$ cat src/rtl/pad_ctrl_pkg.sv
// Shared types and default timing for the pad reconfiguration sequencer.
package pad_ctrl_pkg;

    localparam int N_IO_DEF        = 50;
    localparam int NBIT_PADCFG_DEF = 6;
    localparam int MUX_W_DEF       = 2;
    localparam int DRAIN_CYC_DEF   = 4;
    localparam int SETTLE_CYC_DEF  = 8;
    localparam int IDX_W_DEF       = $clog2(N_IO_DEF);

    typedef enum logic [2:0] {
        ST_IDLE,
        ST_DRAIN,
        ST_APPLY,
        ST_SETTLE,
        ST_DONE,
        ST_ERR
    } pad_seq_state_e;

    typedef struct packed {
        logic [IDX_W_DEF-1:0]       pad;
        logic [MUX_W_DEF-1:0]       mux;
        logic [NBIT_PADCFG_DEF-1:0] cfg;
    } pad_req_t;

    // Counter must hold the larger of the two window reload values.
    function automatic int cnt_width(input int a, input int b);
        return $clog2(((a > b) ? a : b) + 1);
    endfunction

endpackage

$ cat src/rtl/pad_seq_timer.sv
// Loadable down-counter; holds at zero rather than wrapping.
module pad_seq_timer #(
    parameter int CNT_W = 4
) (
    input  logic             clk_i,
    input  logic             rst_ni,
    input  logic             load_i,
    input  logic [CNT_W-1:0] load_val_i,
    input  logic             en_i,
    output logic             zero_o
);

    logic [CNT_W-1:0] cnt_q;

    always_ff @(posedge clk_i or negedge rst_ni) begin
        if (!rst_ni) begin
            cnt_q <= '0;
        end else if (load_i) begin
            cnt_q <= load_val_i;
        end else if (en_i && (cnt_q != '0)) begin
            cnt_q <= cnt_q - 1'b1;
        end
    end

    assign zero_o = (cnt_q == '0);

endmodule

$ cat src/rtl/pad_reconfig_seq.sv
// Sequences a single pad's mux/cfg change: gate OE, drain, apply, settle, release.
module pad_reconfig_seq
    import pad_ctrl_pkg::*;
#(
    parameter int N_IO        = N_IO_DEF,
    parameter int NBIT_PADCFG = NBIT_PADCFG_DEF,
    parameter int MUX_W       = MUX_W_DEF,
    parameter int DRAIN_CYC   = DRAIN_CYC_DEF,
    parameter int SETTLE_CYC  = SETTLE_CYC_DEF,
    parameter int IDX_W       = $clog2(N_IO)
) (
    input  logic                                clk_i,
    input  logic                                rst_ni,
    input  logic                                req_valid_i,
    output logic                                req_ready_o,
    input  logic [IDX_W-1:0]                    req_pad_i,
    input  logic [MUX_W-1:0]                    req_mux_i,
    input  logic [NBIT_PADCFG-1:0]              req_cfg_i,
    output logic                                done_o,
    output logic                                err_o,
    output logic                                busy_o,
    output logic [N_IO-1:0][MUX_W-1:0]          pad_mux_o,
    output logic [N_IO-1:0][NBIT_PADCFG-1:0]    pad_cfg_o,
    output logic [N_IO-1:0]                     pad_gate_o
);

    localparam int               CNT_W     = cnt_width(DRAIN_CYC, SETTLE_CYC);
    localparam logic [CNT_W-1:0] DRAIN_LD  = CNT_W'(DRAIN_CYC - 1);
    localparam logic [CNT_W-1:0] SETTLE_LD = CNT_W'(SETTLE_CYC - 1);

    pad_seq_state_e                  state_q;
    pad_req_t                        req_q;
    logic                            chg_q;
    logic                            done_q;
    logic                            err_q;
    logic [N_IO-1:0][MUX_W-1:0]      pad_mux_q;
    logic [N_IO-1:0][NBIT_PADCFG-1:0] pad_cfg_q;

    logic                            pad_ok;
    logic [MUX_W-1:0]                cur_mux;
    logic [NBIT_PADCFG-1:0]          cur_cfg;
    logic                            mux_diff;
    logic                            cfg_diff;
    logic                            accept;
    logic                            tmr_load;
    logic [CNT_W-1:0]                tmr_load_val;
    logic                            tmr_en;
    logic                            tmr_zero;

    assign pad_ok = ({1'b0, req_pad_i} < (IDX_W+1)'(N_IO));

    // Guard the lookup so an out-of-range index never reads past the array.
    always_comb begin
        cur_mux = '0;
        cur_cfg = '0;
        if (pad_ok) begin
            cur_mux = pad_mux_q[req_pad_i];
            cur_cfg = pad_cfg_q[req_pad_i];
        end
    end

    assign mux_diff = (cur_mux != req_mux_i);
    assign cfg_diff = (cur_cfg != req_cfg_i);
    assign accept   = (state_q == ST_IDLE) && req_valid_i;

    assign tmr_load     = (accept && pad_ok && mux_diff) || ((state_q == ST_APPLY) && chg_q);
    assign tmr_load_val = (state_q == ST_IDLE) ? DRAIN_LD : SETTLE_LD;
    assign tmr_en       = (state_q == ST_DRAIN) || (state_q == ST_SETTLE);

    pad_seq_timer #(.CNT_W(CNT_W)) u_timer (
        .clk_i      (clk_i),
        .rst_ni     (rst_ni),
        .load_i     (tmr_load),
        .load_val_i (tmr_load_val),
        .en_i       (tmr_en),
        .zero_o     (tmr_zero)
    );

    always_ff @(posedge clk_i or negedge rst_ni) begin
        if (!rst_ni) begin
            state_q   <= ST_IDLE;
            req_q     <= '0;
            chg_q     <= 1'b0;
            done_q    <= 1'b0;
            err_q     <= 1'b0;
            pad_mux_q <= '0;
            pad_cfg_q <= '0;
        end else begin
            done_q <= 1'b0;
            err_q  <= 1'b0;
            case (state_q)
                ST_IDLE: begin
                    if (accept) begin
                        req_q.pad <= req_pad_i;
                        req_q.mux <= req_mux_i;
                        req_q.cfg <= req_cfg_i;
                        if (!pad_ok) begin
                            state_q <= ST_ERR;
                            err_q   <= 1'b1;
                        end else if (mux_diff) begin
                            state_q <= ST_DRAIN;
                            chg_q   <= 1'b1;
                        end else if (cfg_diff) begin
                            state_q <= ST_APPLY;
                        end else begin
                            state_q <= ST_DONE;
                            done_q  <= 1'b1;
                        end
                    end
                end
                ST_DRAIN: begin
                    if (tmr_zero) state_q <= ST_APPLY;
                end
                ST_APPLY: begin
                    pad_mux_q[req_q.pad] <= req_q.mux;
                    pad_cfg_q[req_q.pad] <= req_q.cfg;
                    if (chg_q) begin
                        state_q <= ST_SETTLE;
                    end else begin
                        state_q <= ST_DONE;
                        done_q  <= 1'b1;
                    end
                end
                ST_SETTLE: begin
                    if (tmr_zero) begin
                        state_q <= ST_DONE;
                        done_q  <= 1'b1;
                        chg_q   <= 1'b0;
                    end
                end
                default: state_q <= ST_IDLE;
            endcase
        end
    end

    // chg_q is high only across DRAIN..SETTLE of a mux change, so the gate is fully registered.
    for (genvar i = 0; i < N_IO; i++) begin : g_gate
        assign pad_gate_o[i] = chg_q && (req_q.pad == IDX_W'(i));
    end

    assign req_ready_o = (state_q == ST_IDLE);
    assign busy_o      = (state_q != ST_IDLE);
    assign done_o      = done_q;
    assign err_o       = err_q;
    assign pad_mux_o   = pad_mux_q;
    assign pad_cfg_o   = pad_cfg_q;

endmodule
$ cat config.mk
export PLATFORM = sky130hd
export DESIGN_NAME = pad_reconfig_seq
export DESIGN_NICKNAME = d
export VERILOG_FILES = /design/src/rtl/pad_ctrl_pkg.sv /design/src/rtl/pad_seq_timer.sv /design/src/rtl/pad_reconfig_seq.sv
export SDC_FILE = /design/constraint.sdc
export NUM_CORES = 1
export LEC_CHECK = 0
export BUFFER_PORTS_ARGS = -buffer_cell sky130_fd_sc_hd__buf_4
export CORE_MARGIN = 2
export CORE_UTILIZATION = 49
export CTS_CLUSTER_SIZE = 24
export DETAILED_ROUTE_END_ITERATION = 16
export GPL_TIMING_DRIVEN = 0
export PLACE_DENSITY = 0.73
export RECOVER_POWER = 100
export SKIP_LAST_GASP = 1
export SLEW_MARGIN = 20
export SYNTH_ARGS = -nofsm -noshare
export SYNTH_HDL_FRONTEND = slang
export SYNTH_SLANG_ARGS = --single-unit
$ cat constraint.sdc
create_clock -name clk_i -period 2.3 [get_ports clk_i]
set_input_delay 0.345 -clock clk_i [delete_from_list [all_inputs] [get_ports clk_i]]
set_output_delay 0.345 -clock clk_i [all_outputs]
set_load 0.05 [all_outputs]
Word level (Yosys, flattened, before mapping)
Index checks and enable logic that the tools add are counted.
{"block": "word_totals", "rom_bits": 0, "latch_bits": 0, "register_bits": 424, "wordCells": 278, "memories": 0, "ramBits": 0}
{"block": "op_classes", "add_sub_neg": 1, "multipliers": 0, "n_bitwise": 0, "shift": 0, "muxes": 38, "n_eq_ne": 59, "n_reduce_logical": 68, "n_lt_le_gt_ge": 4, "div": 0}
{"op": "$bwmux 300", "n": 1}
{"op": "$eq 6x6->1 const B", "n": 18}
{"op": "$bwmux 100", "n": 1}
{"op": "$eq 6x5->1 const B", "n": 16}
{"op": "$logic_and 1x1->1", "n": 56}
{"op": "$eq 6x4->1 const B", "n": 8}
{"op": "$bmux 6 s6", "n": 1}
{"op": "$demux 6 s6", "n": 1}
{"op": "$eq 6x3->1 const B", "n": 4}
{"op": "$mux 3", "n": 8}
{"op": "$mux 6", "n": 3}
{"op": "$lt 6x7->1 const B", "n": 2}
{"op": "$mux 1", "n": 13}
{"op": "$bmux 2 s6", "n": 1}
{"op": "$demux 2 s6", "n": 1}
{"op": "$eq 6x2->1 const B", "n": 2}
{"op": "$pmux 3 s4", "n": 1}
{"op": "$mux 4", "n": 2}
{"op": "$eq 3x2->1 const B", "n": 2}
{"op": "$eq 6x1->1 const B", "n": 1}
{"op": "$ge 6x1->1 const B", "n": 1}
{"op": "$logic_not 6->1", "n": 1}
{"op": "$lt 6x6->1 const B", "n": 1}
{"op": "$mux 2", "n": 3}
{"op": "other kinds (17)", "n": 22}

Logic depth before layout (Yosys ltp)
{"block": "logic_depth", "depth_word": 9, "depth_mapped": 14, "mapped_depth_nobuf": 8}

Modules after synthesis
From an unflattened synthesis, not the netlist that was laid out.
{"block": "unflattened", "cells_unflattened": 1455, "hier_area_um2": 20049.2}
{"module": "pad_reconfig_seq", "area_each_um2": 19796.5, "cells_per_inst": 1428, "seq_area_each_um2": 10510.1, "n_inst": 1}
{"module": "pad_seq_timer", "area_each_um2": 252.7, "cells_per_inst": 27, "seq_area_each_um2": 100.1, "n_inst": 1}

Worst setup path before layout
No wires, ideal clock.
{"block": "synth_timing", "kind": "input to register", "startpoint": "input port req_pad_i[2]", "endpoint": "register done_q, in the netlist done_o", "setup_slack_ns": -0.319, "cell_stages": 11, "arrival_time_ns": 2.523, "setup_time_ns": 0.095, "path_buffers": 3, "cell_sequence": "buf_4 > or3b_2 > clkbuf_1 > clkbuf_1 > o221a_2 > o211ai_1 > a211oi_2 > xnor2_1 > nor4_2 > nand4_1 > o31ai_1"}
{"block": "synth_between", "elab_chain_cells": 9, "elab_cells_between_ends": 14, "cone_classes": "order compare (1); eq/ne (2); mux (11)"}
{"element": "start: declaration", "line_no": "pad_reconfig_seq.sv:16", "rtl": "input logic [IDX_W-1:0] req_pad_i,"}
{"element": "$bmux 6 s6", "line_no": "pad_reconfig_seq.sv:58", "rtl": "cur_cfg = pad_cfg_q[req_pad_i];"}
{"element": "$mux 6 (not written as such)", "line_no": "pad_reconfig_seq.sv:58"}
{"element": "$mux 6", "line_no": "pad_reconfig_seq.sv:56", "rtl": "if (pad_ok) begin"}
{"element": "$ne 6x6->1", "line_no": "pad_reconfig_seq.sv:63", "rtl": "assign cfg_diff = (cur_cfg != req_cfg_i);"}
{"element": "$mux 1", "line_no": "pad_reconfig_seq.sv:103", "rtl": "end else if (cfg_diff) begin"}
{"element": "$mux 1", "line_no": "pad_reconfig_seq.sv:100", "rtl": "end else if (mux_diff) begin"}
{"element": "$mux 1 (*)", "line_no": "pad_reconfig_seq.sv:97", "rtl": "if (!pad_ok) begin"}
{"element": "$mux 1 (*)", "line_no": "pad_reconfig_seq.sv:93", "rtl": "if (accept) begin"}
{"element": "$pmux 1 s3 (*)", "line_no": "pad_reconfig_seq.sv:91", "rtl": "case (state_q)"}
{"element": "end signal: assignment", "line_no": "pad_reconfig_seq.sv:84", "rtl": "done_q <= 1'b0;"}
{"element": "end signal: assignment", "line_no": "pad_reconfig_seq.sv:89", "rtl": "done_q <= 1'b0;"}
{"element": "end signal: assignment", "line_no": "pad_reconfig_seq.sv:107", "rtl": "done_q <= 1'b1;"}
{"element": "end: declaration", "line_no": "pad_reconfig_seq.sv:34", "rtl": "logic done_q;"}
Every way passes the cells marked *; elsewhere a longest branch is shown, timed or not. The select of a mux whose other input is x is not followed.
A chain may end at the register's enable or synchronous reset.

Final worst setup path
{"block": "layout_timing", "startpoint": "input port req_pad_i[2]", "endpoint": "register state_q[2]"}
{"block": "layout_between", "elab_chain_cells": 9, "elab_cells_between_ends": 14, "cone_classes": "order compare (1); eq/ne (2); mux (11)"}
{"element": "$bmux 6 s6", "line_no": "pad_reconfig_seq.sv:58"}
{"element": "$mux 6 (not written as such)", "line_no": "pad_reconfig_seq.sv:58"}
{"element": "$mux 6", "line_no": "pad_reconfig_seq.sv:56"}
{"element": "$ne 6x6->1", "line_no": "pad_reconfig_seq.sv:63"}
{"element": "$mux 3", "line_no": "pad_reconfig_seq.sv:103"}
{"element": "$mux 3", "line_no": "pad_reconfig_seq.sv:100"}
{"element": "$mux 3 (*)", "line_no": "pad_reconfig_seq.sv:97"}
{"element": "$mux 3 (*)", "line_no": "pad_reconfig_seq.sv:93"}
{"element": "$pmux 3 s4 (*)", "line_no": "pad_reconfig_seq.sv:91"}
{"element": "end signal: assignment", "line_no": "pad_reconfig_seq.sv:98", "rtl": "state_q <= ST_ERR;"}
{"element": "end signal: assignment", "line_no": "pad_reconfig_seq.sv:101", "rtl": "state_q <= ST_DRAIN;"}
{"element": "end signal: assignment", "line_no": "pad_reconfig_seq.sv:104", "rtl": "state_q <= ST_APPLY;"}
{"element": "end: declaration", "line_no": "pad_reconfig_seq.sv:31", "rtl": "pad_seq_state_e state_q;"}
Marks and branches as above.

==> reports/qor.csv <==
stage,metric,value,unit
run_status,outcome,finished with violations,
run_status,violations,setup timing,
clock_network,cts-buffers-inserted,45,
place,post-place-ws,-1810,ps
timing,fin_crit_sh,121,%
timing,maxSlewHeadroom,9.68,%
detailed_routing,num_vias,15800,
pwr,switching_share,48.8,%
detailed_routing,ant_nets,0,
global_routing,grtUsageTotal,37.7,%
final_layout,fin_cells,2574,
worst_setup_path,critical_path_class,input port to flop,
global_routing,antenna_found_initial,6,
floorplan,start_util,49.4,%
floorplan,die_x,206,um
pwr,seqPwrFrac,32.7,%
global_routing,first_global_vias,15900,
detailed_routing,wire_per_inst,31.2,um
final_layout,drive_above_1_share,39.7,%
synthesis,synthCells,1440,
synthesis,netlist_area,20100,um2
final_layout,final_cell_mix,"clkbuf_1, mux2_2, dfrtp_1, buf_4, nand2_1",
clock_network,htree_levels,2,
floorplan,fp.dieH,206,um
synthesis,syn_avg_cell_area,13.9,um2
worst_setup_path,endpoint_kind,flop,
synthesis,synthTopCellsByArea,"dfrtp_1, mux2_2, mux4_2",
synthesis,synth-xor-area-share,0.305,%
place,hpwl,58400,um
detailed_routing,viasPerCell,6.13,
place,gp_congestion,0.901,
synthesis,yosysTopAreaCell,dfrtp_1,
worst_setup_path,cp.required,2780,ps
timing,max_freq,360,MHz
pwr,internal_power,0.0179,W
synthesis,synth_fa_ha_area_share,0.0623,%
synthesis,synth-seq-area-share,52.9,%
pwr,p_leak,12.0,nW
floorplan,die_area,42600,um2
synthesis,synthSimpleGateAreaFrac,5.92,%
timing,setup_tns,-10230,ps
pwr,pwr-share-clk,21.6,%
synthesis,syn-num-nets,1458,
place,numPortBuffers,467,
clock_network,cts_num_sinks,424,
final_layout,nets,2021,
timing,skew,18.0,ps
floorplan,num_rows,74,
synthesis,synth_compound_area_share,3.49,%
detailed_routing,post-route-drc-count,0,
floorplan,ios,471,
clock_network,cts_buffer_depth,3,
timing,hold_violations,0,
final_layout,area_growth_syn_to_layout,26.3,%
pwr,irDropWorstVdd,0.963,mV
global_routing,grt_pass1_wl,113000,um
synthesis,synth-seq-cells,424,
global_routing,grt_max_degree,102,
worst_setup_path,reg2reg_setup_slack,-480,ps
timing,fin_ws,-482,ps
timing,drv_slew,0,
timing,tightest_slew,1350,ps
detailed_routing,wl,80400,um
clock_network,cts_tree,done,
timing,finalCriticalPeriod,2780,ps
synthesis,synth_cell_types,62,
detailed_routing,drt_iter0_drc,1347,
flow_run,max-cap-violations,0,
synthesis,synth_top_family_by_area,multiplexers,
global_routing,overflow,0,
final_layout,final_common_cell,clkbuf_1,
worst_setup_path,start_kind,input port,
pwr,pwr-share-comb,45.7,%
worst_setup_path,critical_path_arrival,3260,ps
synthesis,yosysWarnings,0,
min_path,hold_class,input port to asynchronous set/reset pin,
clock_network,clockRootBuffer,clkbuf_16,
detailed_routing,drtPass1Iterations,5,
synthesis,synth_ff_type,dfrtp_1,
pwr,power.density,1380,nW/um2
synthesis,async_reset_ff_share,100,%
synthesis,synth_top_area_share,52.9,%
place,dp_cells,2445,
timing,final-setup-viol-count,162,
synthesis,synth-edff-count,0,
synthesis,synthMuxAreaShare,34.5,%
timing,rsz0062_at_grt,true,
pwr,switchingPower,0.0171,W
clock_network,clkLatencyLatePin,590,ps
clock_network,cts.reportedPaths.clkPinSlew,60,ps
floorplan,core-area,40600,um2
worst_setup_path,path_max_fanout,10,
==> layer usage <==
metal | GRT usage [%] | wire [um]
met5 | 0 | 0
met4 | 18.1 | 4450
met2 | 59.9 | 38000
met3 | 9.85 | 7370
met1 | 48.2 | 30600
==> power by group through the flow <==
stage | sequential, W | combinational, W | clock (W)
after floorplan | 0.0172 | 0.00475 | 0
after detailed placement | 0.0114 | 0.0169 | 0
final | 0.0114 | 0.0160 | 0.00756
after global routing | 0.0116 | 0.0166 | 0.00792
after CTS | 0.0114 | 0.0174 | 0.00760
after global placement | 0.0113 | 0.0167 | 0
==> registers in the layout (all words and copies together) (netlist names) <==
name           count
pad_cfg_o        300
pad_mux_o        100
req_q             14
u_timer.cnt_q      4
state_q            3
chg_q              1
done_o             1
err_o              1
==> cells in the mapped netlist (3+ instances only) <==
master    instances
mux2_2          420
and2_1           11
o22a_1            3
nand3_1          12
dfrtp_1         424
mux4_2           52
nor2b_1          14
nor3_1            9
buf_6            12
a22oi_1           8
nand2_1         115
o211ai_1          5
clkbuf_1         73
mux4_1           19
o22ai_1           7
nor3b_1           4
nand2b_1         10
buf_2             4
o31ai_1           3
buf_4             8
o21ai_0           9
mux2i_1          52
inv_1             5
a221oi_1          4
o221ai_1         12
nor2_1           67
nand3b_1          3
nand4_1           3
xnor2_1           5
a211o_1           3
a21oi_1          11
a31oi_1           3
a211oi_1          9
o221a_2           3
==> cells by family after synthesis <==
family	after synthesis
AO/OA/AOI/OAI	95
XOR/XNOR	7
adder cells (fa/ha/maj)	1
buffers and inverters	108
flip-flops	424
multiplexers	543
AND/OR/NAND/NOR	262
==> final timing paths <==
| kind | endpoint | start | cells past startpoint |
|---|---|---|---|
| min in group clk_i | req_q[13] | req_pad_i[5] | 5 |
| worst max register to register | state_q[2] | pad_cfg_o[110] | 8 |
| worst min-delay path | pad_cfg_o[13] | rst_ni | 2 |
| worst min register to register | pad_mux_o[76] | pad_mux_o[76] | 1 |
| worst max-delay path | state_q[2] | req_pad_i[2] | 11 |
| max in group asynchronous | pad_cfg_o[98] | rst_ni | 4 |
==> metrics by stage <==
step | power (W) | cell area [um2] | utilization (%) | hold WS (ps)
final | 0.0350 | 25400 | 62.4 | 269
after global routing | 0.0362 | 25400 | 62.4 | 323
after CTS | 0.0365 | 26800 | 65.8 | 219
after detailed placement | 0.0284 | 24500 | 60.2 | 317
after global placement | 0.0280 | 24300 | 59.8 | 508
after floorplan | 0.0220 | 20100 | - | 49.4
==> critical path: stages <==
cell and delay [ps]:
buf_4 180, inv_1 110, clkbuf_2 490, buf_4 370
mux2i_1 390, o22ai_1 170, a211oi_2 200, xnor2_1 100
nor4_2 280, nand4_1 250, o31ai_1 350
==> area by class of cell <==
cell class	instances	area (um2)
Buffer	91	688
Inverter	6	22.5
Antenna cell	4	10.0
Sequential cell	424	10600
Multi-Input combinational cell	908	9250
Clock inverter	10	129
Fill cell	3451	15300
Tap cell	532	666
Timing Repair Buffer	527	2570
Clock buffer	72	1390
==> repair_timing <==
action / 4_1_cts / 5_1_grt
hold endpoints to repair: 70 / 0
buffers inserted: 31 / 15
resized for setup: 157 / 39
gates cloned: 0 / 0
endpoints found under the setup margin: 435 / 288
pin swaps: 20 / 12
hold buffers: 9 / 0
No activity file was read; power rests on OpenSTA's default activity.
